**config.mk**
```make
export PLATFORM = sky130hd
export DESIGN_NAME = store_buffer
export DESIGN_NICKNAME = d
export VERILOG_FILES = /design/src/rtl/brisc_pkg.sv /design/src/rtl/store_buffer.sv
export SDC_FILE = /design/constraint.sdc
export NUM_CORES = 1
export LEC_CHECK = 0
export ABC_CLOCK_PERIOD_IN_PS = 8700
export CAP_MARGIN = 25
export CORE_ASPECT_RATIO = 0.6
export CORE_MARGIN = 8
export CORE_UTILIZATION = 50
export DETAILED_ROUTE_END_ITERATION = 8
export PLACE_DENSITY = 0.73
export SYNTH_ARGS = -nofsm -noshare
export SYNTH_HDL_FRONTEND = slang
export SYNTH_SLANG_ARGS = --single-unit
```
**constraint.sdc**
```tcl
create_clock -name clk -period 8.7 [get_ports clk]
set_input_delay 2.175 -clock clk [delete_from_list [all_inputs] [get_ports clk]]
set_output_delay 2.175 -clock clk [all_outputs]
set_load 0.01 [all_outputs]
```
**src/rtl/brisc_pkg.sv**
```systemverilog
// rtl/brisc_pkg.sv - shared core-wide width parameters
package brisc_pkg;
    localparam int XLEN = 32;
endpackage

```
**src/rtl/store_buffer.sv**
```systemverilog
// rtl/store_buffer.sv - committed-store FIFO with dcache drain and load forwarding
// Optional macro STB_FWD_EN compiles in store-to-load data forwarding.
module store_buffer
    import brisc_pkg::*;
#(
    parameter int NUM_ENTRIES = 4
) (
    input  logic            clk,
    input  logic            reset,
    input  logic            st_valid_in,
    input  logic [XLEN-1:0] st_addr_in,
    input  logic [XLEN-1:0] st_data_in,
    input  logic            st_byte_in,
    output logic            full_out,
    input  logic            flush_in,
    input  logic            kill_in,
    output logic            dc_req_out,
    output logic [XLEN-1:0] dc_addr_out,
    output logic [XLEN-1:0] dc_data_out,
    output logic            dc_byte_out,
    input  logic            dc_ready_in,
    input  logic [XLEN-1:0] ld_addr_in,
    input  logic            ld_byte_in,
    output logic            ld_hit_out,
    output logic [XLEN-1:0] ld_data_out,
    output logic            ld_stall_out
);
    localparam int PW = $clog2(NUM_ENTRIES);
    localparam int CW = PW + 1;

    typedef enum logic {IDLE, REQ} state_t;

    state_t                state, state_next;
    logic [NUM_ENTRIES-1:0] e_valid, e_cmt, e_byte;
    logic [XLEN-1:0]       e_addr [NUM_ENTRIES];
    logic [XLEN-1:0]       e_data [NUM_ENTRIES];
    logic [PW-1:0]         head, tail;
    logic [CW-1:0]         count;

    logic                  push, pop;
    logic                  flush_found, flush_do;
    logic [PW-1:0]         flush_idx, scan_idx;
    logic [CW-1:0]         n_cmt;
    logic                  m_found;
    logic [PW-1:0]         m_idx, fwd_idx;

    assign full_out   = (count == CW'(NUM_ENTRIES));
    assign dc_req_out = (state == REQ);
    assign pop        = dc_req_out & dc_ready_in;
    assign push       = st_valid_in & ~full_out & ~kill_in;
    assign flush_do   = flush_in & flush_found;

    assign dc_addr_out = dc_req_out ? e_addr[head] : '0;
    assign dc_data_out = dc_req_out ? e_data[head] : '0;
    assign dc_byte_out = dc_req_out & e_byte[head];

    // Committed entries always form a contiguous run starting at head, so the
    // first uncommitted valid entry seen from head is the flush target.
    always_comb begin
        flush_found = 1'b0;
        flush_idx   = head;
        scan_idx    = head;
        n_cmt       = '0;
        for (int k = 0; k < NUM_ENTRIES; k++) begin
            scan_idx = head + PW'(k);
            if (e_valid[scan_idx] && e_cmt[scan_idx]) begin
                n_cmt = n_cmt + CW'(1);
            end else if (e_valid[scan_idx] && !flush_found) begin
                flush_found = 1'b1;
                flush_idx   = scan_idx;
            end
        end
        if (flush_do) begin
            n_cmt = n_cmt + CW'(1);
        end
    end

    always_comb begin
        state_next = state;
        case (state)
            IDLE: if (e_valid[head] && (e_cmt[head] || (flush_do && flush_idx == head)))
                      state_next = REQ;
            REQ:  if (dc_ready_in)
                      state_next = IDLE;
            default: state_next = IDLE;
        endcase
    end

    always_ff @(posedge clk) begin
        if (reset) begin
            state   <= IDLE;
            e_valid <= '0;
            e_cmt   <= '0;
            e_byte  <= '0;
            head    <= '0;
            tail    <= '0;
            count   <= '0;
            for (int k = 0; k < NUM_ENTRIES; k++) begin
                e_addr[k] <= '0;
                e_data[k] <= '0;
            end
        end else begin
            state <= state_next;
            if (pop) begin
                e_valid[head] <= 1'b0;
                e_cmt[head]   <= 1'b0;
                head          <= head + PW'(1);
            end
            if (flush_do) begin
                e_cmt[flush_idx] <= 1'b1;
            end
            if (kill_in) begin
                // The entry committed by a same-cycle flush survives the kill.
                for (int k = 0; k < NUM_ENTRIES; k++) begin
                    if (!e_cmt[k] && !(flush_do && flush_idx == PW'(k)))
                        e_valid[k] <= 1'b0;
                end
                tail  <= head + n_cmt[PW-1:0];
                count <= n_cmt - CW'(pop);
            end else begin
                if (push) begin
                    e_valid[tail] <= 1'b1;
                    e_cmt[tail]   <= 1'b0;
                    e_addr[tail]  <= st_addr_in;
                    e_data[tail]  <= st_data_in;
                    e_byte[tail]  <= st_byte_in;
                    tail          <= tail + PW'(1);
                end
                count <= count + CW'(push) - CW'(pop);
            end
        end
    end

    // Scan oldest to youngest so the youngest word-address match wins.
    always_comb begin
        m_found = 1'b0;
        m_idx   = head;
        fwd_idx = head;
        for (int k = 0; k < NUM_ENTRIES; k++) begin
            fwd_idx = head + PW'(k);
            if (e_valid[fwd_idx] && e_addr[fwd_idx][XLEN-1:2] == ld_addr_in[XLEN-1:2]) begin
                m_found = 1'b1;
                m_idx   = fwd_idx;
            end
        end
    end

`ifdef STB_FWD_EN
    logic [XLEN-1:0] m_data;
    assign m_data = e_data[m_idx];

    always_comb begin
        ld_hit_out   = 1'b0;
        ld_stall_out = 1'b0;
        ld_data_out  = '0;
        if (m_found) begin
            if (!e_byte[m_idx]) begin
                ld_hit_out  = 1'b1;
                ld_data_out = ld_byte_in ? {{(XLEN-8){1'b0}}, m_data[{ld_addr_in[1:0], 3'b000} +: 8]}
                                         : m_data;
            end else if (ld_byte_in && e_addr[m_idx] == ld_addr_in) begin
                ld_hit_out  = 1'b1;
                ld_data_out = {{(XLEN-8){1'b0}}, m_data[7:0]};
            end else begin
                ld_stall_out = 1'b1;
            end
        end
    end
`else
    logic unused_ld;
    assign unused_ld    = ^{ld_byte_in, ld_addr_in[1:0], m_idx};
    assign ld_hit_out   = 1'b0;
    assign ld_data_out  = '0;
    assign ld_stall_out = m_found;
`endif

endmodule

```
==> results.toml <==
[sta]
relSlewSlack_pct = 40.8
rsz0062_at_grt = "false"
setup_viol = 0
finalCriticalPeriod_ns = 7.28
max_freq_mhz = 137
setup_tns_ns = 0
worst_slew_pin_slew_ns = 0.889
drv_slew = 0
hold_viol_final = 0
skew_ns = 0.0143
finalCritPeriodShare_pct = 83.6

[clocking]
cts_hold_buffers = 0
root_buffer = "clkbuf_16"
cts_tree = "done"
cts_resized = 0
cts_made_buffers = 28
clockBufferDepth = 3
insertion_delay_ns = 0.57
cts.sink_count = 278
htreeDepth = 1
cts_setup_buffers = 0
clk_pin_slew_ns = 0.06

[layout]
nets = 1563
final_cell_mix = "and2_1 (322), edfxtp_1 (256), clkdlybuf4s50_1 (168)"
final_common_cell = "and2_1"
multi_input_area_um2 = 8390
fin_util_pct = 58.9
drive_above_1_share_pct = 14.2
seqCellArea_um2 = 8140
syn_to_final_growth_pct = 15.9
fill_cells = 2665

[logic_synthesis]
async_flop_share_pct = 0
yosys.area.top_type = "edfxtp_1"
synth-seq-cells = 278
ys_types = 65
synth_warnings = 0
netlist_area_um2 = 17200
avgSynthCellArea_um2 = 13.0
synth_edf_count = 256
yosysSeqAreaShare_pct = 47.4
syn_inst = 1324
dominantRegCellSynth = "edfxtp_1"
synth.area.top_cells = "edfxtp_1 (45%), mux4_2 (15%), and2_1 (12%)"
yosysTopAreaCellShare_pct = 44.8

[route]
routed-wl-met2_mm = 22.0
dr_total_vias = 11364
drc = 0
post_drt_wl_per_cell_um = 25.0
vias_per_cell = 5.91
drt_iter0_drc = 1157
wl_met1_mm = 20.6
dr_wl_met3_mm = 4.99
first_pass_iters = 5
drt-total-wl_mm = 48.1
highest_layer = "met5"
final_antenna_net_count = 0

[critical_path]
cp.required_ns = 6.53
startpoint_type = "primary input"
worstPathArrival_ns = 5.10
crit_fanout = 8
cp-end-kind = "output pin"
worstSetupPathType = "in -> out"

[power_and_ir_drop]
p_leak_nw = 6.74
p_int_mw = 2.33
switching_share_pct = 24.3
power.density_nw_per_um2 = 155
ir_drop_mv = 0.160
power.clock.fraction_pct = 37.8
fin_total_pwr_mw = 3.08
comb_power_share_pct = 11.6
netSwitchingPower_mw = 0.751
p_seq_share_pct = 50.6

[status]
status = "complete, no violations"

[global_routing]
overflow = 0
antenna_found_initial = 4
grt_max_degree = 67
grt_pass1_wl_mm = 73.0
grt_pass1_vias = 11379
track_usage_pct = 23.4

[flow_run]
cap_viol_max_count = 0

[floorplanning]
dieArea_um2 = 40700
core_um2 = 33800
pin_count = 205
die_width_um = 255
initial_core_util_pct = 50.8
die_y_um = 159
num_rows = 52

[place]
io_buffers = 168
hpwlAfterDp_mm = 32.5
gp_congestion = 0.968

[worst_hold_path]
min_path_type = "reg -> reg"
critical path, cell delays in order:
cell,delay (ns)
clkdlybuf4s50_1,0.72
xor2_1,0.34
o221ai_1,0.19
nor4_1,0.34
o2111ai_1,0.13
or4_1,0.54
nand4_1,0.11
clkdlybuf4s50_1,0.56
kinds of logic after synthesis:
logic type	after synthesis	synth area share (%)
compound gates	97	3.89
xor+xnor	116	5.92
fa+ha+maj	18	1.36
buf+inv	157	4.71
flops	278	47.4
mux	198	20.8
other cells	1	0.0219
simple gates	459	15.9
state kept, by name (all words and copies together), names as in the netlist, named ones only:
name and flops:
count 3, dc_req_out 1, e_addr 128, e_byte 4, e_cmt 4, e_data 128
e_valid 4, head 2, tail 2
final cells by class:
class	instances	share of cell area, %
multi-input cells	921	42.2
flip-flops and latches	278	41.0
repair buffers	186	9.14
clock buffers	38	3.71
well taps	459	2.89
clock inverters	12	0.579
inverters	26	0.491
diodes	2	0.0252
cells in the mapped netlist (22+ instances only):
cell / instances
and2_1: 322
buf_4: 37
clkbuf_1: 62
dfxtp_1: 22
edfxtp_1: 256
inv_1: 26
mux2i_1: 56
mux4_2: 115
nand2_1: 34
nor2_1: 25
xnor2_1: 86
xor2_1: 30
worst paths after layout:
| kind | startpoint | end | slack (ns) | cells after the start |
|---|---|---|---|---|
| max reg2reg | head[0] | count[2] | 3.68 | 17 |
| min | e_byte[2] | e_byte[2] | 0.46 | 2 |
| min reg2reg | e_byte[2] | e_byte[2] | 0.46 | 2 |
| max | ld_addr_in[15] | ld_stall_out | 1.42 | 8 |
metrics by stage:
| stage | cells | setup slack (ns) | instance area, µm² | hold slack [ns] |
|---|---|---|---|---|
| 2_1_floorplan | 1356 | 2.77 | 17300 | 0.433 |
| 3_3_place_gp | 1870 | 1.49 | 19000 | 0.443 |
| 6_report | 1922 | 1.42 | 19900 | 0.458 |
| 3_5_place_dp | 1870 | 1.45 | 19000 | 0.449 |
| 4_1_cts | 1920 | 1.45 | 19900 | 0.457 |
| 5_1_grt | 1922 | 1.33 | 19900 | 0.489 |
layer usage:
layer | GRT usage, % | vias up
li1 | - | 5067
met1 | 33.7 | 5756
met2 | 35.4 | 496
met3 | 7.14 | 41
met4 | 3.51 | 4
met5 | 0 | -
power by group through the flow:
| stage | Combinational (mW) | Clock, mW | Sequential [mW] |
|---|---|---|---|
| finish | 0.357 | 1.16 | 1.56 |
| global route | 0.379 | 1.23 | 1.57 |
| CTS | 0.351 | 1.18 | 1.56 |
| detailed placement | 0.349 | 0 | 1.59 |
| global placement | 0.346 | 0 | 1.58 |
| floorplan | 0.216 | 0 | 1.57 |
No activity file was read; power rests on OpenSTA's default activity.
